### src/rtl/mips32_dbg_pkg.sv
// Shared debug-path definitions for the MIPS32 state-dump engine:
// word width, default dump sizes, FSM state encoding and a word-count helper.
package mips32_dbg_pkg;

  localparam int WORD_W        = 32;
  localparam int REG_ADDR_W    = 5;
  localparam int MEM_ADDR_W    = 10;
  localparam int DEF_NUM_REGS  = 32;
  localparam int DEF_MEM_WORDS = 16;

  typedef enum logic [2:0] {
    ST_IDLE  = 3'd0,
    ST_RREQ  = 3'd1,
    ST_RWAIT = 3'd2,
    ST_SEND  = 3'd3,
    ST_DONE  = 3'd4
  } dump_state_e;

  // Total words streamed per dump; the memory phase only exists when enabled.
  function automatic int dump_words(input int nregs, input int mwords, input bit mem_en);
    return mem_en ? (nregs + mwords) : nregs;
  endfunction

endpackage

### src/rtl/mips32_state_dump.sv
// Streams the register file (and, with STATE_DUMP_MEM_EN defined, the first
// MEM_WORDS data-memory words) of a halted MIPS32 core over a valid/ready port.
module mips32_state_dump
  import mips32_dbg_pkg::*;
#(
  parameter int NUM_REGS  = DEF_NUM_REGS,
  parameter int MEM_WORDS = DEF_MEM_WORDS
) (
  input  logic                  clk1,
  input  logic                  rst,
  input  logic                  halted_i,
  input  logic                  start_i,
  output logic [REG_ADDR_W-1:0] reg_raddr_o,
  input  logic [WORD_W-1:0]     reg_rdata_i,
  output logic [MEM_ADDR_W-1:0] mem_raddr_o,
  input  logic [WORD_W-1:0]     mem_rdata_i,
  output logic                  dump_valid_o,
  input  logic                  dump_ready_i,
  output logic [WORD_W-1:0]     dump_data_o,
  output logic                  dump_last_o,
  output logic                  busy_o,
  output logic                  done_o
);

`ifdef STATE_DUMP_MEM_EN
  localparam bit MEM_EN = 1'b1;
`else
  localparam bit MEM_EN = 1'b0;
`endif

  localparam int TOTAL = dump_words(NUM_REGS, MEM_WORDS, MEM_EN);
  localparam int IDX_W = (TOTAL < 2) ? 1 : $clog2(TOTAL + 1);

  dump_state_e           state_q;
  logic [IDX_W-1:0]      idx_q;
  logic [REG_ADDR_W-1:0] reg_raddr_q;
  logic [WORD_W-1:0]     data_q;
  logic                  valid_q;
  logic                  last_q;
  logic                  busy_q;
  logic                  done_q;

  logic [IDX_W-1:0]      tgt_idx_d;
  logic                  tgt_is_reg_d;
  logic                  is_last_d;
  logic [WORD_W-1:0]     rd_data_d;

  // Index of the word about to be requested: 0 from IDLE, else the successor.
  always_comb begin
    tgt_idx_d    = (state_q == ST_SEND) ? (idx_q + 1'b1) : '0;
    tgt_is_reg_d = (tgt_idx_d < IDX_W'(NUM_REGS));
    is_last_d    = (idx_q == IDX_W'(TOTAL - 1));
  end

`ifdef STATE_DUMP_MEM_EN
  logic [MEM_ADDR_W-1:0] mem_raddr_q;

  always_comb begin
    rd_data_d = (idx_q >= IDX_W'(NUM_REGS)) ? mem_rdata_i : reg_rdata_i;
  end

  assign mem_raddr_o = mem_raddr_q;
`else
  logic unused_mem_d;

  always_comb begin
    rd_data_d = reg_rdata_i;
  end

  assign unused_mem_d = ^mem_rdata_i;
  assign mem_raddr_o  = '0;
`endif

  always_ff @(posedge clk1 or posedge rst) begin
    if (rst) begin
      state_q     <= ST_IDLE;
      idx_q       <= '0;
      reg_raddr_q <= '0;
`ifdef STATE_DUMP_MEM_EN
      mem_raddr_q <= '0;
`endif
      data_q      <= '0;
      valid_q     <= 1'b0;
      last_q      <= 1'b0;
      busy_q      <= 1'b0;
      done_q      <= 1'b0;
    end else begin
      done_q <= 1'b0;
      case (state_q)
        ST_IDLE: begin
          if (start_i && halted_i) begin
            busy_q  <= 1'b1;
            idx_q   <= '0;
            state_q <= ST_RREQ;
            if (tgt_is_reg_d) begin
              reg_raddr_q <= REG_ADDR_W'(tgt_idx_d);
            end
`ifdef STATE_DUMP_MEM_EN
            else begin
              mem_raddr_q <= MEM_ADDR_W'(tgt_idx_d - IDX_W'(NUM_REGS));
            end
`endif
          end
        end

        ST_RREQ: begin
          state_q <= ST_RWAIT;
        end

        // Read data is now valid for the address launched in RREQ.
        ST_RWAIT: begin
          data_q      <= rd_data_d;
          last_q      <= is_last_d;
          valid_q     <= 1'b1;
          reg_raddr_q <= '0;
`ifdef STATE_DUMP_MEM_EN
          mem_raddr_q <= '0;
`endif
          state_q     <= ST_SEND;
        end

        ST_SEND: begin
          if (dump_ready_i) begin
            valid_q <= 1'b0;
            last_q  <= 1'b0;
            if (is_last_d) begin
              done_q  <= 1'b1;
              state_q <= ST_DONE;
            end else begin
              idx_q   <= tgt_idx_d;
              state_q <= ST_RREQ;
              if (tgt_is_reg_d) begin
                reg_raddr_q <= REG_ADDR_W'(tgt_idx_d);
              end
`ifdef STATE_DUMP_MEM_EN
              else begin
                mem_raddr_q <= MEM_ADDR_W'(tgt_idx_d - IDX_W'(NUM_REGS));
              end
`endif
            end
          end
        end

        ST_DONE: begin
          busy_q  <= 1'b0;
          idx_q   <= '0;
          state_q <= ST_IDLE;
        end

        default: begin
          state_q <= ST_IDLE;
        end
      endcase
    end
  end

  assign reg_raddr_o  = reg_raddr_q;
  assign dump_valid_o = valid_q;
  assign dump_data_o  = data_q;
  assign dump_last_o  = last_q;
  assign busy_o       = busy_q;
  assign done_o       = done_q;

endmodule
### config.mk
export PLATFORM = sky130hd
export DESIGN_NAME = mips32_state_dump
export DESIGN_NICKNAME = d
export VERILOG_FILES = /design/src/rtl/mips32_dbg_pkg.sv /design/src/rtl/mips32_state_dump.sv
export SDC_FILE = /design/constraint.sdc
export NUM_CORES = 1
export LEC_CHECK = 0
export BUFFER_PORTS_ARGS = -buffer_cell sky130_fd_sc_hd__buf_2
export CORE_AREA = 2 2 78 80
export DETAILED_ROUTE_END_ITERATION = 8
export DIE_AREA = 0 0 80 82
export GPL_TIMING_DRIVEN = 0
export PLACE_DENSITY_LB_ADDON = 0.3
export SLEW_MARGIN = 20
export SYNTH_ARGS = -nofsm -noshare
export SYNTH_HDL_FRONTEND = slang
export SYNTH_SLANG_ARGS = --single-unit
### constraint.sdc
create_clock -name clk1 -period 2.55 [get_ports clk1]
set_input_delay 0.1275 -clock clk1 [delete_from_list [all_inputs] [get_ports clk1]]
set_output_delay 0.1275 -clock clk1 [all_outputs]
set_load 0.01 [all_outputs]
[Word-level counts from Yosys, hierarchy flattened]
Index checks and enable logic that the tools add are counted.
W data, S select, Z words.
Word-level totals
  bits of input ports: 69
  register bits after elaboration: 50
  logic and storage cells: 51
  output and inout bits: 51
Cells by class
  $add $sub $neg: 1
  equal/unequal tests: 8
  mux-type cells: 22
  reduce and logical (&&, ||, !) cells: 11
  magnitude comparators: 1
Operators with widths (count)
  $mux W6: 4
  $mux W5: 4
  $pmux W6 S3: 1
  $pmux W5 S3: 1
  $pmux W3 S4: 1
  $mux W3: 3
  $reduce_and A4 Y1: 2
  $add A6 B1 Y6 const B: 1
  $eq A3 B2 Y1 const B: 2
  $eq A6 B5 Y1 const B: 1
  $lt A6 B6 Y1 const B: 1
  $ne A2 B2 Y1 const B: 3
  $pmux W1 S2: 3
  $reduce_and A2 Y1: 3
  $reduce_bool A3 Y1: 2
  $mux W1: 5
  $reduce_bool A2 Y1: 2
  $eq A3 B1 Y1 const B: 1
  $eq A3 B3 Y1 const B: 1
  $logic_not A3 Y1: 1
  $logic_and A1 B1 Y1: 1

[Logic depth before layout (Yosys ltp)]
Gate-level depths: netlist (run 1).
  depth in word-level cells: 7
  depth in mapped cells: 6
  depth with buffers taken out: 5

[Worst setup path before layout (run 1)]
No wires, ideal clock.
  kind: register to register
  start: reg idx_q[0]
  end: reg reg_raddr_q[0], in the netlist reg_raddr_o[0]
  stages on the path, launching flop included: 7
  buffers on the path: 1
  slack: 749 ps
  data required time: 2425 ps
  data arrival time: 1677 ps
  period minus slack after synthesis: 1801 ps
  library setup time: 125 ps
  cells stage by stage: dfrtp_1 > ha_1 > clkbuf_1 > a21oi_1 > nor2_1 > a211oi_4 > mux2_2
On the way
  cells in the longest elaborated chain, start to end: 7
  elaborated cells on any way between the ends: 11
  classes of those cells: add/sub: 1; order compare: 1; eq/ne: 2; mux: 6; reduce/logical: 1
RTL lines
  start: declaration: RTL line mips32_state_dump.sv:35  | logic [IDX_W-1:0] idx_q;
  start signal: assignment: RTL line mips32_state_dump.sv:130  | idx_q <= tgt_idx_d;
  $add A6 B1 Y6: RTL line mips32_state_dump.sv:50  | tgt_idx_d = (state_q == ST_SEND) ? (idx_q + 1'b1) : '0;
  $mux W6: RTL line mips32_state_dump.sv:50
  $lt A6 B6 Y1: RTL line mips32_state_dump.sv:51  | tgt_is_reg_d = (tgt_idx_d < IDX_W'(NUM_REGS));
  $mux W5: RTL line mips32_state_dump.sv:95, mips32_state_dump.sv:132
  $mux W5: RTL line mips32_state_dump.sv:126  | if (is_last_d) begin
  $mux W5: RTL line mips32_state_dump.sv:123  | if (dump_ready_i) begin
  $pmux W5 S3: RTL line mips32_state_dump.sv:89  | case (state_q)
  end signal: assignment: RTL line mips32_state_dump.sv:96  | reg_raddr_q <= REG_ADDR_W'(tgt_idx_d);
  end signal: assignment: RTL line mips32_state_dump.sv:133  | reg_raddr_q <= REG_ADDR_W'(tgt_idx_d);
  end: declaration: RTL line mips32_state_dump.sv:36  | logic [REG_ADDR_W-1:0] reg_raddr_q;
Several ways; a longest one is shown, not always the timed one. The select of a mux whose other input is x is not followed.
A chain may end at the register's enable or synchronous reset.

[Worst setup path after layout (run 1)]
Ends and elaborated chain as after synthesis.

==> results of run 1 <==
[layer usage]
| metal | track usage | wire, um | vias to the layer above |
|---|---|---|---|
| met5 | 0 | 0 | - |
| met4 | 0.0424 | 15 | 0 |
| met3 | 0.0396 | 298 | 2 |
| met2 | 0.228 | 2030 | 56 |
| met1 | 0.154 | 1800 | 755 |
| li1 | - | - | 768 |
[Yosys cell counts]
cell	number	share of area
a21o_1	4	0.014
ha_1	1	0.0057
nand3b_1	2	0.0068
nand4b_1	1	0.0040
nor2_1	12	0.020
or3_1	1	0.0028
o211ai_1	1	0.0034
nand2b_1	1	0.0028
buf_4	10	0.034
a22o_1	1	0.0040
clkbuf_1	1	0.0017
o2111a_1	1	0.0051
and3_1	2	0.0057
nand3_1	6	0.014
a32o_1	1	0.0045
buf_6	3	0.015
mux2_1	4	0.020
conb_1	1	0.0017
a21oi_1	4	0.0091
a32oi_1	1	0.0040
xnor2_1	1	0.0040
a21oi_2	1	0.0040
nor3_1	1	0.0023
o21a_1	1	0.0034
a31oi_1	3	0.0085
a211oi_4	1	0.0091
o21ai_0	2	0.0045
mux2_2	34	0.17
nor2b_1	2	0.0057
and4b_1	1	0.0045
inv_1	2	0.0034
dfrtp_1	50	0.57
a41oi_1	1	0.0040
xor2_1	2	0.0080
buf_2	4	0.0091
nand2_1	5	0.0085
[cell usage in the layout (no fill, tap or decap), drive strengths merged, types with 3 or more instances in the layout]
cell type and instances:
dfrtp 50, clkbuf 8, a21oi 5, buf 95, conb 10, a31oi 3
nand3 6, mux2 38, nor2 12, a21o 4, nand2 5
[path summary, 6_finish.rpt]
kind                                start              to  slack [ps]  cells after the start
max                              idx_q[0]  reg_raddr_o[0]         540                      6
min                        reg_rdata_i[9]  dump_data_o[9]          40                      2
max reg2reg                      idx_q[0]  reg_raddr_o[0]         540                      6
min reg2reg                  dump_valid_o    dump_valid_o         480                      1
max in group asynchronous             rst          done_o        1610                      4
min in group asynchronous             rst  dump_data_o[6]         420                      3
[area by class of cell]
class / instances / share of cell area
multi-input cells: 108 / 0.296
clock inverters: 1 / 0.0105
flip-flops and latches: 50 / 0.439
clock buffers: 7 / 0.0268
inverters: 2 / 0.00263
plain buffers: 18 / 0.0465
well taps: 75 / 0.0329
repair buffers: 79 / 0.146
[sequential cells by signal (all words and copies together), names as in the netlist]
| signal | count |
|---|---|
| busy_o | 1 |
| dump_last_o | 1 |
| dump_valid_o | 1 |
| idx_q | 6 |
| done_o | 1 |
| state_q | 3 |
| reg_raddr_o | 5 |
| dump_data_o | 32 |
[metrics by stage]
step / power [uW] / hold WS (ps) / utilization
2_1_floorplan: 2410 / 262 / -
4_1_cts: 3500 / 33.9 / 0.496
3_3_place_gp: 2890 / 347 / 0.473
3_5_place_dp: 2930 / 211 / 0.476
5_1_grt: 3720 / 32.8 / 0.496
6_report: 3430 / 43.0 / 0.496
[power breakdown]
part | internal [uW] | switching, uW | total, uW
Sequential | 1160 | 200 | 1360
Clock | 294 | 243 | 537
Combinational | 794 | 734 | 1530
[logic make-up after synthesis]
logic type,count (synthesis)
AOI/OAI and AO/OA,22
xor gates and xnor gates,3
adders and majority gates,1
buffers and inverters,20
DFF,50
muxes,38
other,1
and+or+nand+nor,34
[repair_timing]
action                     CTS  global route
hold buffers                 1             0
hold endpoints to repair    24             0
setup endpoints to repair    0             0
buffers inserted             0             0
==> metrics.txt, run 1 <==
Buf/Inv on CP 1; Rel. slew slack 0.636; Crit path largest cell delay roughly 460 ps; # nets final around 330; DRT Wirelength 4150 um; HPWL Detailed between 3000 and 4000 um; CTS buffer count 5; Layout area overhead 29.5%; routed length per instance 12.2 um; non-filler instance count after layout 340; clock-pin slew on the worst setup and hold paths approximately 90 ps; clock skew between 6 and 7 ps; final setup TNS 0 ps; max_cap viols 0; count of unique library cells instantiated by Yosys 36; Worst Setup End Kind register; post-synthesis xor/xnor area fraction 0.0119; CP Launch Type register; vias per cell 4.65; Die Ht roughly 80 um; DRT Pass-1 Iters 4; Adder-Cell Fraction of Synth Area 0.00568; mux cell area share after synthesis 0.194; #FFs+latches synth 50; largest net degree at the start of global routing 27; placed cells about 330; vias in the first global route 1501; gr ovfl total 0; endpoints failing setup 0; via count 1581; number of top-level pins 120; Routed Antenna Nets 0; final setup slack of the worst path between 500 and 600 ps; die area approximately 6600 sq um; pwr/cell area roughly 1200 nW/um^2; setup slack at placement approximately 550 ps; first-pass GRT wire length 6670 um; flip-flop and latch area about 1300 sq um; peak supply drop 0.000403 V; Synth Area in Simple Gates 0.0773; Placed Area roughly 2700 sq um; max-slew violation total from the final report 0; synth warn 0; HP Class in -> reg; drt initial violations 29; final hold vios 0; fin area roughly 2900 sq um; family with the most delay on the worst path compound AO/OA/AOI/OAI gates; share of layout cells above drive strength 1 0.521; clk root buf clkbuf_8; leakage 0.00142 uW; largest family of logic cells by synthesized area multiplexers; area of the multi-input gates 845 sq um; CTS max path bufs 2; core region area approximately 5700 sq um; mapped cell area roughly 2200 sq um; CTS tree built; final period utilization 0.789; row cnt 28; post-cts resize count 0; Post-Synthesis Cells roughly 170; crit-path max FO 8; status completed; WS Path Type reg -> reg; Max Freq approximately 0.5 GHz; IO Port Bufs 77; Slew @ Worst Pin ~550 ps; Compound-Gate Fraction of Synth Area 0.0773; critical path arrival 2200 ps; DIE WIDTH roughly 80 um; Max stage delay cell, worst path dfrtp_1; CTS sink count 50; Ant. Diodes 0; Final Wtd Congestion 0.816; initial core utilization 0.383; RSZ-0062 raised after global routing no; GRT Total Usage 0.131; post-synthesis sequential area ratio 0.568; Post-Syn Area per Cell between 10 and 15 sq um; clock latency on the worst-skew pair 290 ps; initial antenna violation count 0; DRC violations left 0; WP data required roughly 2700 ps; worst-path cell chain ha_1 -> clkbuf_1 -> a21oi_1 -> nor2_1 -> a211oi_4 -> mux2_2; H-tree depth 2; min cycle time layout 2010 ps; fill count 540
(Power assumes the default switching activity.)
==> run 2, diff against run 1 <==
- ABC_AREA: unset -> 1
- CORE_AREA: 2 2 78 80 -> 2 2 79 81
- DIE_AREA: 0 0 80 82 -> 0 0 81 83
- clock period: 2.55 -> 1.8 ns (I/O delays scaled with it)
==> metrics.txt, run 2 <==
clock skew 7.37 ps (+0.529 ps); largest net degree at the start of global routing 32 (+19%); Layout area overhead 28.5%; Buf/Inv on CP 2 (+1); CP Launch Type register; max FFs per register 32 (unchanged); post-synthesis xor/xnor area fraction 0 (-0.0119); pwr/cell area 1640 nW/um^2 (+37%); flip-flop and latch area 1250 sq um (unchanged); DRC violations left 0 (unchanged); CTS sink count 50 (unchanged); WS Path Type reg -> reg; endpoints failing setup 0 (unchanged); Ant. Diodes 0 (unchanged); family with the most delay on the worst path flip-flops; worst-path cell chain inv_1 -> nand2_1 -> a21oi_4 -> nand2_2 -> buf_2 -> nand2_1 -> nand2_1; fill count 580 (+7.4%); final setup slack of the worst path 235 ps (-303 ps); r2r setup slk 230 ps (-300 ps); Max stage delay cell, worst path dfrtp_1; DRT Wirelength 5150 um (+24%); Reg2Reg Depth 7 (+1); non-filler instance count after layout 433 (+27%); largest family of logic cells by synthesized area simple AND/OR/NAND/NOR gates; drt initial violations 101 (+250%); share of layout cells above drive strength 1 0.346 (-0.174); net switching power 2060 uW (+75%); post-synth top area cell dfrtp_1; WHS Path Cells 3 (+1); post-synth top area share 0.544 (-0.0238); initial core utilization 0.395 (+0.0119); Post-Synthesis Cells 262 (+55%); status completed; synth warn 0 (unchanged); Post-synth EDFFs 0 (unchanged); min cycle time layout 1570 ps (-447 ps); Post-synth ARST share 1.00 (unchanged); max_cap viols 0 (unchanged); core region area 5820 sq um (+1.2%); count of unique library cells instantiated by Yosys 26 (-28%); leading cell types in the layout, fill and taps excluded nand2_1 (91), buf_2 (84), dfrtp_1 (50), nand3_1 (39), inv_1 (16); GRT Total Usage 0.155 (+0.0248); number of top-level pins 120 (unchanged); Hold Path Origin reg_rdata_i[3]; leading post-synthesis cells by cell area dfrtp_1 (54%), nand2_1 (15%), nand3_1 (8.5%); Synth top cells by count nand2_1 (91), dfrtp_1 (50), nand3_1 (39), inv_1 (17), buf_4 (10); Pint 2790 uW (+24%); die area 6720 sq um (+2.5%); clock-pin slew on the worst setup and hold paths 90 ps (about the same); mapped cell area 2300 sq um (+4.4%); gr ovfl total 0 (unchanged); IO Port Bufs 77 (unchanged); Clock power frac 0.164 (+0.007); HP Class in -> reg; clock latency on the worst-skew pair 300 ps (about the same); DIE WIDTH 81 um (+1.3%); most common cell after layout, fill and taps aside nand2_1; vias per cell 4.65 (about the same); DRT Pass-1 Iters 4 (unchanged); vias in the first global route 1838 (+22%); RSZ-0062 raised after global routing no; Final Wtd Congestion 0.798 (-2.2%); Crit path largest cell delay 520 ps (+60 ps); Reg power frac 0.371 (-0.027); R2R Path End dump_data_o[7]; crit-path max FO 10 (+2); final hold slack 9.58 ps (-33.5 ps); via count 2014 (+27%); Post-Syn Area per Cell 8.77 sq um (-33%); Compound-Gate Fraction of Synth Area 0.0495 (-0.0277); final hold vios 0 (unchanged); #FFs+latches synth 50 (unchanged); Max Freq 0.639 GHz (+29%); mux cell area share after synthesis 0 (-0.194); initial antenna violation count 0 (unchanged); most frequent cell after synthesis nand2_1; peak supply drop 0.000676 V (+68%); crit-path most repeated cell nand2_1; HPWL Detailed 3860 um (+25%); Crit Reg-Reg Startpoint state_q[2]; critical path arrival 1760 ps (-440 ps); hold path endpoint dump_data_o[3]; routed length per instance 11.9 um (-2.5%); Post-synth top flop dfrtp_1; post-synthesis sequential area ratio 0.544 (-0.0238); placed cells 424 (+28%); Sw Share 0.424 (+0.0809); WP data required 2000 ps (-730 ps); CTS max path bufs 2 (unchanged); Routed Antenna Nets 0 (unchanged); Synth Area in Simple Gates 0.312 (+0.235); leakage 0.00167 uW (+18%); Die Ht 83 um (+1.2%); CTS buffer count 5 (unchanged); row cnt 28 (unchanged); CTS tree built; H-tree depth 2 (unchanged); area of the multi-input gates 882 sq um (+4.4%); max-slew violation total from the final report 0 (unchanged); combinational group share of total power 0.465 (+0.019); setup slack at placement 253 ps (-295 ps); Worst Setup End Kind register; first-pass GRT wire length 8340 um (+25%); final period utilization 0.870 (+0.0803); clk root buf clkbuf_8; Adder-Cell Fraction of Synth Area 0.00544 (-0.000238); # nets final 427 (+28%)
[run 2: changes by cell type after synthesis, sizes merged, moves of 2 or more]
cell | before | now
a21o | 4 | 0
inv | 2 | 18
nand2 | 5 | 98
a21oi | 5 | 3
o21ai | 2 | 9
mux2 | 38 | 0
nor2b | 2 | 0
and3 | 2 | 0
a31oi | 3 | 1
xor2 | 2 | 0
nand3 | 6 | 40
nand4 | 0 | 6
[run 2: cell type report]
type                            instances  area share
Inverter                               18      0.0237
Clock buffer                            5      0.0233
Sequential cell                        50       0.424
Clock inverter                          3      0.0148
Timing Repair Buffer                   79       0.141
Multi-Input combinational cell        183       0.299
Buffer                                 20      0.0436
Tap cell                               75      0.0318
[run 2: worst reg2reg max path, cell delays in order (launching register included)]
cell and delay [ps]:
dfrtp_1 520, inv_1 130, nand2_1 90, a21oi_4 230, nand2_2 150, buf_2 220
nand2_1 80, nand2_1 50
[run 2: kinds of logic after synthesis]
family	count (synthesis)
compound gates	15
other cells	1
buf+inv	38
flops	50
fa+ha+maj	1
simple gates	157
[run 2: worst max path at each step]
stage / start / endpoint / cells past startpoint
6_report: state_q[2] / dump_data_o[7] / 7
5_1_grt: state_q[2] / dump_data_o[12] / 7
4_1_cts: state_q[2] / dump_data_o[26] / 7
3_5_place_dp: state_q[2] / dump_data_o[26] / 7
3_3_place_gp: rst / reg_raddr_o[4] / 2
2_1_floorplan: idx_q[0] / idx_q[5] / 8
[run 2: metrics by stage]
step                      instance area, sq um  utilization  total power (uW)  setup TNS (ps)
final                                     2950        0.508              4850               0
after global routing                      2950        0.508              5280               0
after CTS                                 2950        0.508              4910               0
after detailed placement                  2830        0.487              4110               0
after global placement                    2810        0.483              4030           -7860
after floorplan                           2330            -              3310               0
[run 2: power groups by stage]
stage,clock [uW],sequential (uW),combinational [uW]
global route,870,1850,2560
detailed placement,0,1820,2290
finish,796,1800,2260
floorplan,0,1990,1320
CTS,816,1800,2290
global placement,0,1800,2230
[run 2: routing by layer]
layer,vias to the layer above,GRT usage,wire length (um)
met5,-,0,0
met4,0,0.0539,69
met3,6,0.0348,414
met2,69,0.246,2380
met1,933,0.209,2280
li1,1006,-,-
[run 2: what timing repair did]
action,in CTS,in global routing
endpoints found under the hold margin,19,0
setup buffers,0,0
hold buffers,1,0
gates resized for setup,0,0
==> run 3, diff against run 2 <==
- ABC_AREA: 1 -> unset
- CORE_AREA: 2 2 79 81 -> 2 2 78 80
- DIE_AREA: 0 0 81 83 -> 0 0 80 82
- SLEW_MARGIN: 20 -> unset
==> metrics.txt, run 3 (synthesis results as in run 1) <==
status completed; row cnt 28 (unchanged); Crit Reg-Reg Startpoint idx_q[1]; Placed Area 2740 sq um (-3.4%); first-pass GRT wire length 6510 um (-22%); placed cells 331 (-22%); final period utilization 0.951 (+0.0811); clk root buf clkbuf_8; CTS sink count 50 (unchanged); peak supply drop 0.000658 V (-2.7%); most common cell after layout, fill and taps aside buf_2; Ant. Diodes 0 (unchanged); flip-flop and latch area 1250 sq um (+0.30%); pwr/cell area 1710 nW/um^2 (+4.2%); RSZ-0062 raised after global routing no; Worst Setup SP idx_q[1]; final hold slack 16.9 ps (+7.36 ps); setup slack at placement -155 ps (-407 ps); vias per cell 4.73 (+1.7%); endpoints failing setup 0 (unchanged); fill count 526 (-9.3%); Routed Antenna Nets 0 (unchanged); core region area 5750 sq um (-1.2%); clock skew 3.53 ps (-3.84 ps); Slew @ Worst Pin 512 ps; Worst Setup End Kind register; Die Ht 82 um (-1.2%); initial antenna violation count 0 (unchanged); routed length per instance 12.3 um (+3.1%); clock latency on the worst-skew pair 290 ps (about the same); CTS max path bufs 2 (unchanged); gr ovfl total 0 (unchanged); H-tree depth 2 (unchanged); max FFs per register 32 (unchanged); HP Class in -> reg; # nets final 341 (-20%); DRC violations left 0 (unchanged); non-filler instance count after layout 347 (-20%); CP Launch Type register; CTS tree built; leading cell types in the layout, fill and taps excluded buf_2 (77), dfrtp_1 (47), mux2_2 (34), buf_4 (19), nor2_1 (12); GRT Total Usage 0.128 (-0.0276); CTS buffer count 5 (unchanged); DIE WIDTH 80 um (-1.2%); leakage 0.00145 uW (-13%); Reg2Reg Depth 5 (-2); initial core utilization 0.383 (-0.0119); IO Port Bufs 77 (unchanged); Power Total 5050 uW (+4.1%); r2r setup slk 90 ps (-150 ps); DRT Wirelength 4250 um (-17%); HPWL Detailed 3120 um (-19%); Layout area overhead 34.0%; die area 6560 sq um (-2.4%); Max Freq 0.584 GHz (-8.5%); DRT Pass-1 Iters 4 (unchanged); final setup slack of the worst path 88.6 ps (-146 ps); min cycle time layout 1710 ps (+146 ps); max_cap viols 0 (unchanged); crit-path max FO 8 (-2); WS Path Type reg -> reg; WP data required 1980 ps (-20 ps); CP endpoint reg_raddr_o[3]; clock-pin slew on the worst setup and hold paths 90 ps (about the same); vias in the first global route 1450 (-21%); Final Wtd Congestion 0.815 (+2.1%); critical path arrival 1900 ps (+140 ps); largest net degree at the start of global routing 29 (-9.4%); drt initial violations 61 (-40%); R2R Path End reg_raddr_o[3]; number of top-level pins 120 (unchanged); fin area 2950 sq um (-0.13%); area of the multi-input gates 865 sq um (-2.0%); max-slew violation total from the final report 0 (unchanged); via count 1641 (-19%); share of layout cells above drive strength 1 0.548 (+0.201); final hold vios 0 (unchanged); Rel. slew slack 0.658
-- run 3: changes by cell type in the layout (fill, tap and decap cells not counted), sizes merged, moves of 4 or more --
cell   delta
mux2     +38
o21ai     -7
inv      -17
nand4     -6
nand3    -34
a21o      +4
buf       +4
nand2    -93
-- run 3: critical path, stage by stage (launching register included) --
cell and delay [ps]:
dfrtp_2 440, ha_4 200, a21oi_1 120, nor2_1 80, a211oi_4 380, mux2_2 380
-- run 3: cell type report --
cell class | instances | share of cell area
Timing Repair Buffer | 87 | 0.163
Sequential cell | 50 | 0.425
Inverter | 2 | 0.00254
Buffer | 17 | 0.0471
Clock buffer | 6 | 0.0246
Multi-Input combinational cell | 108 | 0.293
Clock inverter | 2 | 0.0127
Tap cell | 75 | 0.0318
-- run 3: worst min path at each step --
stage	from	slack, ps	end	depth (start not counted)
final	reg_rdata_i[20]	20	dump_data_o[20]	2
after global routing	reg_rdata_i[12]	0.2	dump_data_o[12]	2
after CTS	reg_rdata_i[5]	4	dump_data_o[5]	2
after detailed placement	rst	150	dump_data_o[1]	2
after global placement	reg_rdata_i[12]	320	dump_data_o[12]	2
after floorplan	reg_rdata_i[0]	220	dump_data_o[0]	1
-- run 3: what timing repair did --
action,4_1_cts,5_1_grt
gates resized for setup,3,10
pin swaps,1,2
hold endpoints to repair,22,2
hold buffers,1,2
setup endpoints to repair,5,34
buffers inserted,0,6
-- run 3: stage by stage --
stage               setup TNS, ps  utilization
floorplan                       0            -
global placement           -10110        0.473
detailed placement           -764        0.476
CTS                             0        0.499
global route                    0        0.514
finish                          0        0.514
-- run 3: routing by layer --
layer,track usage,share of wire,up-vias
met2,0.214,0.47,71
met4,0.0390,0.0035,0
met3,0.0396,0.085,2
met1,0.159,0.44,787
met5,0,0,-
li1,-,-,781
-- run 3: power breakdown --
group          switching, uW  internal, uW
combinational           1090          1260
sequential               273          1650
clock                    362           415
